`config.mk`:
```
export PLATFORM = sky130hd
export DESIGN_NAME = ecc_err_logger_flat
export DESIGN_NICKNAME = d
export VERILOG_FILES = /design/src/rtl/ecc_err_logger_pkg.sv /design/src/rtl/ecc_err_logger_if.sv /design/src/rtl/ecc_log_fifo.sv /design/src/rtl/ecc_err_logger.sv /design/src/flat_wrapper.sv
export SDC_FILE = /design/constraint.sdc
export NUM_CORES = 1
export LEC_CHECK = 0
export BUFFER_PORTS_ARGS = -buffer_cell sky130_fd_sc_hd__buf_4
export CAP_MARGIN = 20
export CORE_ASPECT_RATIO = 1.4
export CORE_MARGIN = 2
export CORE_UTILIZATION = 45
export DETAILED_ROUTE_END_ITERATION = 7
export PLACE_DENSITY_LB_ADDON = 0.05
export SYNTH_ARGS = -nofsm -noshare
export SYNTH_HDL_FRONTEND = slang
export SYNTH_SLANG_ARGS = --single-unit
```
`constraint.sdc`:
```
create_clock -name clk -period 2.9 [get_ports clk]
set_input_delay 0.145 -clock clk [delete_from_list [all_inputs] [get_ports clk]]
set_output_delay 0.145 -clock clk [all_outputs]
set_load 0.02 [all_outputs]
```
`src/rtl/ecc_err_logger_pkg.sv`:
```
// Shared constants and log-entry type for the ECC error logger.
// ECC_ERR_LOG_DATA_EN adds the read data to each log entry.
package ecc_err_logger_pkg;

  localparam int DATA_WIDTH = 32;
  localparam int ADDR_WIDTH = 10;
  localparam int RD_LATENCY = 1;

`ifdef ECC_ERR_LOG_DATA_EN
  typedef struct packed {
    logic [ADDR_WIDTH-1:0] addr;
    logic [DATA_WIDTH-1:0] data;
  } log_entry_t;
`else
  typedef struct packed {
    logic [ADDR_WIDTH-1:0] addr;
  } log_entry_t;
`endif

endpackage

```
`src/rtl/ecc_err_logger_if.sv`:
```
// Log drain handshake between the error logger (slave) and the CSR/debug consumer (master).
// ECC_ERR_LOG_DATA_EN adds the log_data field.
interface ecc_err_logger_if;
  import ecc_err_logger_pkg::*;

  logic                  log_valid;
  logic [ADDR_WIDTH-1:0] log_addr;
  logic                  log_ready;
`ifdef ECC_ERR_LOG_DATA_EN
  logic [DATA_WIDTH-1:0] log_data;

  modport slave  (output log_valid, output log_addr, output log_data, input  log_ready);
  modport master (input  log_valid, input  log_addr, input  log_data, output log_ready);
`else
  modport slave  (output log_valid, output log_addr, input  log_ready);
  modport master (input  log_valid, input  log_addr, output log_ready);
`endif

endinterface

```
`src/rtl/ecc_log_fifo.sv`:
```
// Synchronous FIFO for logged error entries; a push into a full FIFO is accepted
// only when a pop happens on the same edge.
module ecc_log_fifo #(
  parameter int WIDTH = 10,
  parameter int DEPTH = 8
) (
  input  logic             clk,
  input  logic             i_rst_n,
  input  logic             i_push,
  input  logic [WIDTH-1:0] i_wdata,
  input  logic             i_pop,
  output logic [WIDTH-1:0] o_rdata,
  output logic             o_full,
  output logic             o_empty
);

  localparam int PW = $clog2(DEPTH);
  localparam logic [PW:0] PTR_INC = {{PW{1'b0}}, 1'b1};

  logic [PW:0]      wr_ptr_r;
  logic [PW:0]      rd_ptr_r;
  logic [WIDTH-1:0] mem_r [DEPTH];
  logic             pop_s;
  logic             push_s;

  // Full/empty from the extra pointer MSB; gate push and pop with them.
  always_comb begin
    o_empty = (wr_ptr_r == rd_ptr_r);
    o_full  = (wr_ptr_r[PW] != rd_ptr_r[PW]) && (wr_ptr_r[PW-1:0] == rd_ptr_r[PW-1:0]);
    pop_s   = i_pop && !o_empty;
    push_s  = i_push && (!o_full || pop_s);
  end

  assign o_rdata = mem_r[rd_ptr_r[PW-1:0]];

  // Storage and pointers; storage is cleared so the head reads zero out of reset.
  always_ff @(posedge clk) begin
    if (!i_rst_n) begin
      wr_ptr_r <= '0;
      rd_ptr_r <= '0;
      for (int i = 0; i < DEPTH; i++) begin
        mem_r[i] <= '0;
      end
    end else begin
      if (push_s) begin
        mem_r[wr_ptr_r[PW-1:0]] <= i_wdata;
        wr_ptr_r                <= wr_ptr_r + PTR_INC;
      end
      if (pop_s) begin
        rd_ptr_r <= rd_ptr_r + PTR_INC;
      end
    end
  end

endmodule

```
`src/rtl/ecc_err_logger.sv`:
```
// Snoops one RAM port, matches read responses to their addresses and logs double-bit errors.
// ECC_ERR_LOG_DATA_EN also logs the failing read data on log_if.log_data.
module ecc_err_logger
  import ecc_err_logger_pkg::*;
#(
  parameter int RD_LATENCY = ecc_err_logger_pkg::RD_LATENCY,
  parameter int LOG_DEPTH  = 8,
  parameter int CNT_WIDTH  = 16
) (
  input  logic                  clk,
  input  logic                  i_rst_n,
  input  logic                  i_en,
  input  logic                  i_we,
  input  logic [ADDR_WIDTH-1:0] i_addr,
  input  logic [DATA_WIDTH-1:0] i_dout,
  input  logic                  i_error,
  input  logic                  i_clr,
  ecc_err_logger_if.slave       log_if,
  output logic [CNT_WIDTH-1:0]  o_err_cnt,
  output logic                  o_overflow
);

  localparam logic [CNT_WIDTH-1:0] CNT_ONE = {{(CNT_WIDTH-1){1'b0}}, 1'b1};
  localparam logic [CNT_WIDTH-1:0] CNT_MAX = {CNT_WIDTH{1'b1}};

  logic [RD_LATENCY-1:0] pipe_vld_r;
  logic [ADDR_WIDTH-1:0] pipe_addr_r [RD_LATENCY];
  logic [CNT_WIDTH-1:0]  err_cnt_r;
  logic                  overflow_r;

  logic       evt_s;
  logic       pop_s;
  logic       drop_s;
  logic       fifo_full_s;
  logic       fifo_empty_s;
  log_entry_t wr_entry_s;
  log_entry_t rd_entry_s;

  // Read tracking: stage RD_LATENCY-1 lines up with the response sampled this edge.
  always_ff @(posedge clk) begin
    if (!i_rst_n) begin
      pipe_vld_r <= '0;
      for (int i = 0; i < RD_LATENCY; i++) begin
        pipe_addr_r[i] <= '0;
      end
    end else begin
      pipe_vld_r[0]  <= i_en & ~i_we;
      pipe_addr_r[0] <= i_addr;
      for (int i = 1; i < RD_LATENCY; i++) begin
        pipe_vld_r[i]  <= pipe_vld_r[i-1];
        pipe_addr_r[i] <= pipe_addr_r[i-1];
      end
    end
  end

  // Error event, pop and the full-without-pop drop condition.
  always_comb begin
    evt_s           = pipe_vld_r[RD_LATENCY-1] & i_error;
    pop_s           = ~fifo_empty_s & log_if.log_ready;
    drop_s          = evt_s & fifo_full_s & ~pop_s;
    wr_entry_s      = '0;
    wr_entry_s.addr = pipe_addr_r[RD_LATENCY-1];
`ifdef ECC_ERR_LOG_DATA_EN
    wr_entry_s.data = i_dout;
`endif
  end

`ifndef ECC_ERR_LOG_DATA_EN
  logic dout_unused_s;
  assign dout_unused_s = ^i_dout;
`endif

  ecc_log_fifo #(
    .WIDTH ($bits(log_entry_t)),
    .DEPTH (LOG_DEPTH)
  ) u_fifo (
    .clk     (clk),
    .i_rst_n (i_rst_n),
    .i_push  (evt_s),
    .i_wdata (wr_entry_s),
    .i_pop   (pop_s),
    .o_rdata (rd_entry_s),
    .o_full  (fifo_full_s),
    .o_empty (fifo_empty_s)
  );

  // Saturating event counter; a clear coinciding with an event restarts at one.
  always_ff @(posedge clk) begin
    if (!i_rst_n) begin
      err_cnt_r <= '0;
    end else if (i_clr) begin
      err_cnt_r <= evt_s ? CNT_ONE : '0;
    end else if (evt_s && (err_cnt_r != CNT_MAX)) begin
      err_cnt_r <= err_cnt_r + CNT_ONE;
    end
  end

  // Sticky overflow; a drop wins over a simultaneous clear.
  always_ff @(posedge clk) begin
    if (!i_rst_n) begin
      overflow_r <= 1'b0;
    end else begin
      overflow_r <= drop_s | (overflow_r & ~i_clr);
    end
  end

  assign o_err_cnt        = err_cnt_r;
  assign o_overflow       = overflow_r;
  assign log_if.log_valid = ~fifo_empty_s;
  assign log_if.log_addr  = rd_entry_s.addr;
`ifdef ECC_ERR_LOG_DATA_EN
  assign log_if.log_data  = rd_entry_s.data;
`endif

endmodule

```
`src/flat_wrapper.sv`:
```
// flat-port wrapper written by rule: the top's interface ports become plain ports
module ecc_err_logger_flat import ecc_err_logger_pkg::*;
#(
  parameter int RD_LATENCY = ecc_err_logger_pkg::RD_LATENCY,
  parameter int LOG_DEPTH  = 8,
  parameter int CNT_WIDTH  = 16
)
  (clk, i_rst_n, i_en, i_we, i_addr, i_dout, i_error, i_clr, o_err_cnt, o_overflow, log_if_log_valid, log_if_log_addr, log_if_log_ready);
  ecc_err_logger_if log_if_i ();
  input  logic clk;
  input  logic i_rst_n;
  input  logic i_en;
  input  logic i_we;
  input  logic [ADDR_WIDTH-1:0] i_addr;
  input  logic [DATA_WIDTH-1:0] i_dout;
  input  logic i_error;
  input  logic i_clr;
  output logic [CNT_WIDTH-1:0] o_err_cnt;
  output logic o_overflow;
  output wire logic [$bits(log_if_i.log_valid)-1:0] log_if_log_valid;
  output wire logic [$bits(log_if_i.log_addr)-1:0] log_if_log_addr;
  input wire logic [$bits(log_if_i.log_ready)-1:0] log_if_log_ready;
  assign log_if_log_valid = log_if_i.log_valid;
  assign log_if_log_addr = log_if_i.log_addr;
  assign log_if_i.log_ready = log_if_log_ready;
  ecc_err_logger #(.RD_LATENCY(RD_LATENCY), .LOG_DEPTH(LOG_DEPTH), .CNT_WIDTH(CNT_WIDTH)) u_core (.clk(clk), .i_rst_n(i_rst_n), .i_en(i_en), .i_we(i_we), .i_addr(i_addr), .i_dout(i_dout), .i_error(i_error), .i_clr(i_clr), .log_if(log_if_i), .o_err_cnt(o_err_cnt), .o_overflow(o_overflow));
endmodule
```
Word-level counts from Yosys, hierarchy flattened
Memories as Yosys holds them, arrays and structs flattened. A register that Yosys moved wholly into a read port is not among the register bits.
Cells that the tools add are included.
{ "totals": {"register_bits": 26, "ramBits": 90, "in_bits": 49, "output_inout_bits": 28, "wordCells": 50, "memories": 2} }
{ "mem_list": {"columns": ["name", "words", "word_bits", "rd", "rd_ports_with_merged_regs", "write_ports", "line", "text"], "rows": [
  ["u_core.u_fifo.mem_r", 8, 10, 1, 1, 8, "ecc_log_fifo.sv:22", "logic [WIDTH-1:0] mem_r [DEPTH];"],
  ["u_core.pipe_addr_r", 1, 10, 1, 0, 1, "ecc_err_logger.sv:27", "logic [ADDR_WIDTH-1:0] pipe_addr_r [RD_LATENCY];"]
]} }
{ "classes": {"addsub": 3, "n_eq_ne": 4, "mux": 15, "n_bitwise": 11, "n_reduce_logical": 10} }
{ "ops": {"columns": ["operator", "count"], "rows": [
  ["$mux W16", 2],
  ["$mux W10", 2],
  ["$reduce_or A10 Y1", 2],
  ["$add A16 B1 Y16 const B", 1],
  ["$ne A16 B16 Y1 const B", 1],
  ["$mux W3", 3],
  ["$add A4 B1 Y4 const B", 2],
  ["$mux W1", 8],
  ["$and A1 B1 Y1", 6],
  ["$eq A4 B4 Y1", 1],
  ["$logic_and A1 B1 Y1", 4],
  ["$not A1 Y1", 4],
  ["$eq A3 B3 Y1", 1],
  ["$logic_not A1 Y1", 2],
  ["$reduce_bool A2 Y1", 1],
  ["$logic_or A1 B1 Y1", 1],
  ["$ne A1 B1 Y1", 1],
  ["$or A1 B1 Y1", 1]
]} }

Logic depth before layout (Yosys ltp)
Gate-level depths: netlist (run 1).
{ "depth": {"depth_word": 11, "mapped_depth": 7, "depth_no_buf": 5} }

Hierarchy
Synthesis (run 1) repeated with hierarchy kept, for this count alone.
{ "unflattened": {"cells_unflattened": 453, "area_unflattened_um2": 5393.9} }
{ "modules_own_cells": {"columns": ["module", "n_inst", "cells_each", "area_per_inst_um2", "seq_area_each_um2"], "rows": [
  ["ecc_log_fifo", 1, 320, 4196.5, 2622.5],
  ["ecc_err_logger", 1, 133, 1197.4, 560.5]
]} }

Least setup slack after synthesis (run 1)
OpenSTA, ideal clock, no wires.
{ "synth_path": {"path_kind": "flip-flop to flip-flop", "start": "register u_core.u_fifo.wr_ptr_r[1]", "end": "memory u_core.u_fifo.mem_r[5][0], enable pin", "setup_ps": 407, "t_arrival_ps": 2520, "t_required_ps": 2493, "setup_slack_ps": -28, "stages_incl_launch_ff": 8, "path_buffers": 3, "period_less_slack_ps": 2928, "path_cell_list": "dfxtp_1 -> buf_4 -> xor2_1 -> nor3_4 -> buf_6 -> and2_4 -> buf_6 -> o41ai_1"} }
{ "synth_lines": {"columns": ["element", "line", "text"], "rows": [
  ["start: declaration", "ecc_log_fifo.sv:20", "logic [PW:0] wr_ptr_r;"],
  ["start signal: assignment", "ecc_log_fifo.sv:47", "wr_ptr_r <= wr_ptr_r + PTR_INC;"],
  ["end: declaration", "ecc_log_fifo.sv:22", null]
]} }

==> flow_summary.rst, run 1 <==
.. list-table::
   :header-rows: 1

   * - Metric
     - Value
   * - Number of DRC markers after the initial detailed-route iteration
     - between 100 and 150
   * - Crit-path most repeated cell
     - sky130_fd_sc_hd__buf_4
   * - Worst-margin pin slew
     - 757 ps
   * - Number of levels in the clock H-tree
     - 4
   * - Worst Skew
     - between 10 and 15 ps
   * - Vertical die dimension
     - 135 µm
   * - Switching Power
     - around 900 µW
   * - Postcts setup bufs
     - 0
   * - Min-Delay Path Class
     - input pin to flip-flop
   * - Number of optimization iterations in the first detailed-route pass
     - 4
   * - Total length of routed wires
     - 12400 µm
   * - Post-detailed-route DRC marker count
     - 0
   * - Synthesis-to-layout area growth
     - 22.6%
   * - Dominant combinational cell family by area after synthesis
     - simple AND/OR/NAND/NOR gates
   * - Worst path max stage delay
     - 590 ps
   * - I/O pin count
     - 77
   * - Clock transition time at the flip-flop clock pins of the worst setup and hold paths
     - 60 ps
   * - Power per Cell Area
     - 610 mW/mm²
   * - Element type at the critical path end
     - primary output
   * - Synthesized-area fraction occupied by ao, oa, aoi and oai cells
     - 8.46%
   * - First-pass GRT wire length
     - 19900 µm
   * - Count of endpoints failing hold in the final timing report
     - 0
   * - Reg2reg path depth
     - 5
   * - Die outline width
     - 97.6 µm
   * - Detail-routed via count per cell
     - between 5 and 6
   * - Detail Placement HPWL
     - 8110 µm
   * - Standard-cell row count
     - 47
   * - Number of storage elements in the synthesis netlist
     - roughly 120
   * - Number of violations of the max-capacitance limit
     - 0
   * - Source-to-sink clock delay at the later pin of the worst-skew pair
     - 410 ps
   * - Fraction of layout cells with a size suffix above 1
     - 29.1%
   * - Multiplexer share of the synthesized area
     - 11.3%
   * - Synth Warn #
     - 0
   * - Total global routing track utilization
     - 20.2%
   * - Standby leakage power
     - 2.45 nW
   * - N_diodes
     - 0
   * - Result of the run
     - finished, final reports clean
   * - Final Wtd Congestion
     - slightly below 0.8
   * - Post-synthesis sequential area ratio
     - 57.7%
   * - WL/cell
     - 19.3 µm
   * - Fin crit share
     - 79.7%
   * - Internal power
     - 3.22 mW
   * - Flop pwr share
     - 45.7%
   * - Worst R2R Setup Slack
     - 600 ps
   * - CTS tree
     - done
   * - Inserted Clock Buffers
     - 17
   * - Via count of the first global-routing pass
     - 3611
   * - Max_slew headroom
     - slightly below 50%
   * - Main flop type after synthesis
     - sky130_fd_sc_hd__edfxtp_1
   * - Number of enable flip-flop cells after synthesis
     - 80
   * - Highest clock rate
     - 0.432 GHz
   * - Arrival time of data at the critical path endpoint
     - 2170 ps
   * - Area share of the largest cell type after synthesis
     - 43.6%
   * - Data required, critical path
     - about 2800 ps
   * - Combinational fraction of design power
     - between 5 and 6%
   * - Minimum period implied by the final worst setup slack
     - about 2300 ps
   * - Library cell occupying the most area in the post-synthesis netlist
     - sky130_fd_sc_hd__edfxtp_1
   * - Initial antenna violation count
     - 0
   * - Worst flop-to-flop path startpoint
     - u_core.u_fifo.wr_ptr_r[1]
   * - Unrepaired setup endpoints after global routing
     - no
   * - Post-Place Setup Slack
     - 612 ps
   * - Parity-gate share of the synthesized area counting xor and xnor cells
     - 0.953%
   * - Proportion of synthesized flip-flops having asynchronous set or reset
     - 0%
   * - Worst Setup Slack, final
     - 588 ps
   * - Number of standard cells after synthesis
     - 414
   * - Portion of total power attributed to the clock network
     - 48.5%
   * - Sinks on Clock Net
     - 119
   * - Final max-slew violation count
     - 0
   * - Netlist area before placement
     - 0.00551 mm²
   * - Clk Tree Root Cell
     - sky130_fd_sc_hd__clkbuf_16
   * - Setup Crit Path Kind
     - flip-flop to primary output
   * - Number of nets in the final layout
     - 537
   * - Simple-Gate Fraction of Synth Area
     - 18.5%
   * - Initial core utilization
     - 46.4%
   * - Total die area
     - between 0.01 and 0.015 mm²
   * - Worst reg2reg endpoint
     - u_core.u_fifo.mem_r[1][3]
   * - Share of synthesized cell area in full adder, half adder and majority cells
     - 0.681%
   * - Total vias in the final route
     - 3522
   * - Clock Tree Buf Depth
     - 2
   * - Kind of start point of the critical path
     - flip-flop
   * - Leading post-synthesis cells by instance count
     - 91 x sky130_fd_sc_hd__and2_1, 80 x sky130_fd_sc_hd__edfxtp_1, 39 x sky130_fd_sc_hd__dfxtp_1
   * - Number of endpoints failing setup at the final stage
     - 0
   * - Largest net degree at the start of global routing
     - 35
   * - Quantity of gates resized following cts
     - 0
   * - Remaining antenna violation count after routing
     - 0
   * - Overflow after GRT
     - 0
   * - Final-layout worst hold slack
     - 31.3 ps
   * - Count of different cell masters after synthesis
     - 43
   * - Largest vdd supply drop
     - 0.397 mV
   * - Syn Area/Cell
     - 13.3 µm²
   * - Core Box Area
     - 0.0119 mm²
   * - Master of the slowest instance on the critical path
     - sky130_fd_sc_hd__mux4_2
   * - Port Buffer Count
     - 44
   * - Cell Chain, Critical Path
     - buf_4 -> mux4_2 -> mux2_2 -> buf_4
   * - Critical Path End
     - log_if_log_addr[6]
   * - Most common cell in the netlist
     - sky130_fd_sc_hd__and2_1
   * - Number of nets produced by synthesis
     - 466
   * - Switch share
     - 22.0%
   * - Main area contributors after synthesis
     - sky130_fd_sc_hd__edfxtp_1 44%, sky130_fd_sc_hd__dfxtp_1 14%, sky130_fd_sc_hd__and2_1 10%
   * - Crit Path Max Fanout
     - 20
==> what timing repair did <==
item                                    4_1_cts  5_1_grt
endpoints found under the hold margin        11        0
endpoints found under the setup margin        0        0
hold buffers                                 12        0
==> per-layer routing <==
layer	part of all wire, %	global-route usage (%)	wire [µm]	up-vias
met1	41	23.2	5070	1734
met2	54	37.1	6740	77
li1	-	-	-	1695
met5	0	0	0	-
met4	1.5	6.40	187	0
met3	3.5	4.66	431	16
==> state kept, by name, indices dropped and copies added, names as in the netlist, named ones only <==
| signal | cells |
|---|---|
| u_core.o_overflow | 1 |
| u_core.pipe_addr_r | 10 |
| u_core.u_fifo.rd_ptr_r | 4 |
| u_core.o_err_cnt | 16 |
| u_core.u_fifo.wr_ptr_r | 4 |
| u_core.pipe_vld_r | 1 |
| u_core.u_fifo.mem_r | 80 |
==> worst max-delay path: cells and delay by family (launching register included) <==
kind | cells | cell delay [ps]
flip-flops | 1 | 310
buffers and inverters | 2 | 530
multiplexers | 2 | 890
==> stage by stage <==
| step | std cells | util, % | TNS, ps | power [mW] | area, µm² |
|---|---|---|---|---|---|
| 4_1_cts | 645 | 56.9 | 0 | 4.15 | 6760 |
| 3_5_place_dp | 601 | 51.1 | 0 | 2.15 | 6080 |
| 3_3_place_gp | 601 | 51.1 | 0 | 2.15 | 6080 |
| 5_1_grt | 645 | 56.9 | 0 | 4.25 | 6760 |
| 6_report | 645 | 56.9 | 0 | 4.13 | 6760 |
| 2_1_floorplan | 414 | - | -1100 | 2.05 | 5510 |
==> area by class of cell <==
cell class / count / area, µm²
clock buffers: 18 / 429
clock inverters: 14 / 135
fillers: 1028 / 5120
inverters: 5 / 18.8
multi-input cells: 269 / 2230
flip-flops and latches: 119 / 3180
well taps: 147 / 184
repair buffers: 73 / 578
==> worst min path at each step <==
stage / start / end / slack, ps / cells past startpoint
floorplan: i_we / u_core.pipe_vld_r / 220 / 1
global placement: i_we / u_core.pipe_vld_r / 300 / 2
detailed placement: i_we / u_core.pipe_vld_r / 310 / 2
CTS: i_clr / u_core.o_err_cnt[0] / 20 / 3
global route: i_clr / u_core.o_err_cnt[0] / 40 / 3
finish: i_clr / u_core.o_err_cnt[0] / 30 / 3
==> kinds of logic (layout without fill, tap and decap cells) <==
family	Yosys count	in the layout
mux	36	36
simple gates	171	171
compound gates	53	53
xor+xnor	6	6
flops	119	119
buf+inv	26	110
fa+ha+maj	3	3
==> power by group through the flow <==
stage	registers [mW]	logic (mW)	clock network, mW
3_5_place_dp	1.92	0.233	0
3_3_place_gp	1.92	0.231	0
4_1_cts	1.89	0.245	2.02
5_1_grt	1.89	0.259	2.10
6_report	1.89	0.240	2.00
2_1_floorplan	1.91	0.145	0
==> layout by cell type, fill, tap and decap left out, types with 2 or more instances in the layout <==
cell	n
sky130_fd_sc_hd__o211ai_1	3
sky130_fd_sc_hd__o31ai_1	12
sky130_fd_sc_hd__a211oi_2	4
sky130_fd_sc_hd__a21oi_1	15
sky130_fd_sc_hd__dfxtp_1	39
sky130_fd_sc_hd__nand2b_1	8
sky130_fd_sc_hd__or2_2	5
sky130_fd_sc_hd__o41ai_1	2
sky130_fd_sc_hd__mux4_2	20
sky130_fd_sc_hd__mux2i_1	6
sky130_fd_sc_hd__a2111oi_4	4
sky130_fd_sc_hd__ha_1	3
sky130_fd_sc_hd__bufinv_16	2
sky130_fd_sc_hd__buf_4	61
sky130_fd_sc_hd__nand2_1	18
sky130_fd_sc_hd__o41ai_2	5
sky130_fd_sc_hd__inv_1	4
sky130_fd_sc_hd__and2_1	91
sky130_fd_sc_hd__or3_1	6
sky130_fd_sc_hd__dlygate4sd3_1	12
sky130_fd_sc_hd__clkbuf_16	17
sky130_fd_sc_hd__nor2_1	8
sky130_fd_sc_hd__clkinv_2	5
sky130_fd_sc_hd__o21ai_0	6
sky130_fd_sc_hd__edfxtp_1	80
sky130_fd_sc_hd__clkinvlp_4	5
sky130_fd_sc_hd__nand4_1	8
sky130_fd_sc_hd__mux2_2	10
sky130_fd_sc_hd__xor2_1	5
sky130_fd_sc_hd__nand3_1	10
sky130_fd_sc_hd__or4_1	8
Power figures use the tool's default switching activity.
==> run 2: changes to the inputs <==
==> constraint.sdc (replaced) <==
create_clock -name clk -period 2 [get_ports clk]
set_input_delay 0.1 -clock clk [delete_from_list [all_inputs] [get_ports clk]]
set_output_delay 0.1 -clock clk [all_outputs]
set_load 0.02 [all_outputs]
==> run 2 against run 1 <==
The run now ends with setup timing left. Sequential share of layout area decreased by 3.9 points. Hold slack improved by 19 ps. Non-clock buffer count increased by 28. Highest routed layer unchanged.
==> flow_summary.rst, run 2 (same netlist as run 1, synthesis figures left out) <==
.. list-table::
   :header-rows: 1

   * - Metric
     - Value
   * - Final max-slew violation count
     - 0
   * - Total vias in the final route
     - 3680
   * - Kind of start point of the critical path
     - flip-flop
   * - Remaining antenna violation count after routing
     - 0
   * - Die outline width
     - 97.6 µm
   * - Fraction of layout cells with a size suffix above 1
     - 35.0%
   * - Cell Chain, Critical Path
     - buf_12 -> buf_16 -> mux4_2 -> mux2_4 -> buf_6
   * - Worst flop-to-flop path startpoint
     - u_core.o_err_cnt[0]
   * - Fin crit share
     - 104%
   * - Clk Tree Root Cell
     - sky130_fd_sc_hd__clkbuf_16
   * - Most common cell after layout, fill and taps aside
     - sky130_fd_sc_hd__and2_1
   * - WL/cell
     - approximately 19 µm
   * - Sinks on Clock Net
     - 119
   * - Data required, critical path
     - roughly 1900 ps
   * - Unrepaired setup endpoints after global routing
     - yes
   * - Worst Setup Slack, final
     - -71.7 ps
   * - Inserted Clock Buffers
     - 17
   * - Internal power
     - 4.91 mW
   * - Top register by number of flip-flops
     - u_core.u_fifo.mem_r
   * - Gate family responsible for the most delay along the worst path
     - multiplexers
   * - Min-Delay Path Class
     - input pin to flip-flop
   * - Total design power
     - 6.24 mW
   * - Power per Cell Area
     - around 840 mW/mm²
   * - Standby leakage power
     - 2.71 nW
   * - Total die area
     - 0.0132 mm²
   * - I/O pin count
     - 77
   * - Clock Tree Buf Depth
     - 2
   * - Number of nets in the final layout
     - 565
   * - Standard-cell row count
     - 47
   * - Result of the run
     - complete, but fails checks
   * - Switch share
     - around a fifth
   * - Max FFs per register
     - 80
   * - Source-to-sink clock delay at the later pin of the worst-skew pair
     - 410 ps
   * - Violated checks
     - setup timing
   * - Flop pwr share
     - 43.9%
   * - Largest vdd supply drop
     - around 0.74 mV
   * - Switching Power
     - 1.33 mW
   * - Minimum period implied by the final worst setup slack
     - 2070 ps
   * - Highest clock rate
     - 0.483 GHz
   * - Number of levels in the clock H-tree
     - 4
   * - Detail Placement HPWL
     - about 8700 µm
   * - Setup Crit Path Kind
     - flip-flop to primary output
   * - Port Buffer Count
     - 44
   * - Core Box Area
     - about 0.012 mm²
   * - Post-detailed-route DRC marker count
     - 0
   * - Worst Skew
     - 7.10 ps
   * - Buffering stage count on the worst path with inverters included
     - 3
   * - Via count of the first global-routing pass
     - 3854
   * - Synthesis-to-layout area growth
     - 34.2%
   * - Max_slew headroom
     - 56.3%
   * - Crit Path Max Fanout
     - 5
   * - Final Wtd Congestion
     - 0.794
   * - Clock transition time at the flip-flop clock pins of the worst setup and hold paths
     - 50 ps
   * - Number of optimization iterations in the first detailed-route pass
     - 5
   * - Vertical die dimension
     - roughly 130 µm
   * - Combinational fraction of design power
     - 7.2%
   * - N_diodes
     - 0
   * - Count of endpoints failing hold in the final timing report
     - 0
   * - Non-Filler Instances
     - just under 700
   * - Overflow after GRT
     - 0
   * - Total length of routed wires
     - 12800 µm
   * - Dpl cells
     - 625
   * - Master of the slowest instance on the critical path
     - sky130_fd_sc_hd__mux4_2
   * - Number of DRC markers after the initial detailed-route iteration
     - 196
   * - Number of violations of the max-capacitance limit
     - 0
   * - Final Util
     - 62.3%
   * - CTS tree
     - done
   * - Arrival time of data at the critical path endpoint
     - 1970 ps
   * - First-pass GRT wire length
     - 20700 µm
   * - Element type at the critical path end
     - primary output
   * - Total global routing track utilization
     - between 20% and 30%
   * - Worst path max stage delay
     - 520 ps
   * - Detail-routed via count per cell
     - 5.47
   * - Portion of total power attributed to the clock network
     - 48.9%
   * - Largest net degree at the start of global routing
     - 21
   * - Initial core utilization
     - 46.4%
   * - Worst-margin pin slew
     - between 600 and 700 ps
   * - Top library cells by usage in the layout, fill and taps aside
     - 91 x sky130_fd_sc_hd__and2_1, 80 x sky130_fd_sc_hd__edfxtp_1, 67 x sky130_fd_sc_hd__buf_4
   * - Initial antenna violation count
     - 0
   * - Number of endpoints failing setup at the final stage
     - 9
   * - Startpoint of the lowest-slack hold path
     - i_rst_n
==> run 2: cell count changes in the layout (fill, tap and decap cells not counted), sizes merged <==
cell	delta
dlygate4sd3	+1
bufinv	+1
clkinv	-2
buf	+27
clkbuf	+1
==> run 2: final cells by class <==
class | count | area (µm²)
fillers | 953 | 4480
repair buffers | 101 | 990
clock inverters | 13 | 155
flip-flops and latches | 119 | 3190
well taps | 147 | 184
clock buffers | 19 | 443
multi-input cells | 269 | 2410
inverters | 5 | 18.8
==> run 2: path summary, 6_finish.rpt <==
path / to / slack (ps) / depth (start not counted)
setup / recovery: log_if_log_addr[9] / -70 / 5
hold / removal: u_core.u_fifo.wr_ptr_r[0] / 50 / 3
setup reg to reg: u_core.o_err_cnt[0] / 130 / 5
hold reg to reg: u_core.o_overflow / 480 / 2
==> run 2: worst min-delay path: stages <==
cell and delay [ps]:
sky130_fd_sc_hd__buf_4 170, sky130_fd_sc_hd__nand2_1 80, sky130_fd_sc_hd__mux2i_1 50
==> run 2: stage by stage <==
step	area, µm²	hold slack (ps)	setup TNS, ps	worst slack [ps]
final	7400	50.5	-340	-71.7
after global placement	6530	255	0	149
after floorplan	5720	172	-2790	-168
after global routing	7400	54.0	-893	-124
after CTS	7390	42.0	-594	-90.2
after detailed placement	6530	259	0	147
==> run 2: power groups by stage <==
stage | Combinational, mW | Sequential (mW) | Clock, mW
2_1_floorplan | 0.230 | 2.77 | 0
3_3_place_gp | 0.387 | 2.78 | 0
3_5_place_dp | 0.390 | 2.79 | 0
4_1_cts | 0.453 | 2.74 | 3.10
5_1_grt | 0.479 | 2.75 | 3.20
6_report | 0.447 | 2.74 | 3.05
==> run 2: metal layers <==
layer	vias up	GRT usage (%)	part of all wire, %
met1	1818	22.7	38
met2	81	39.0	56
li1	1752	-	-
met4	0	9.41	3.1
met5	-	0	0
met3	29	4.40	3.4
==> run 2: repair_timing <==
| action | 4_1_cts | 5_1_grt |
|---|---|---|
| pin swaps | 0 | 0 |
| hold buffers | 13 | 0 |
| gates resized for setup | 17 | 3 |
| cloned | 2 | 0 |
| setup endpoints to repair | 10 | 10 |
| setup buffers | 1 | 0 |
| hold endpoints to repair | 13 | 0 |
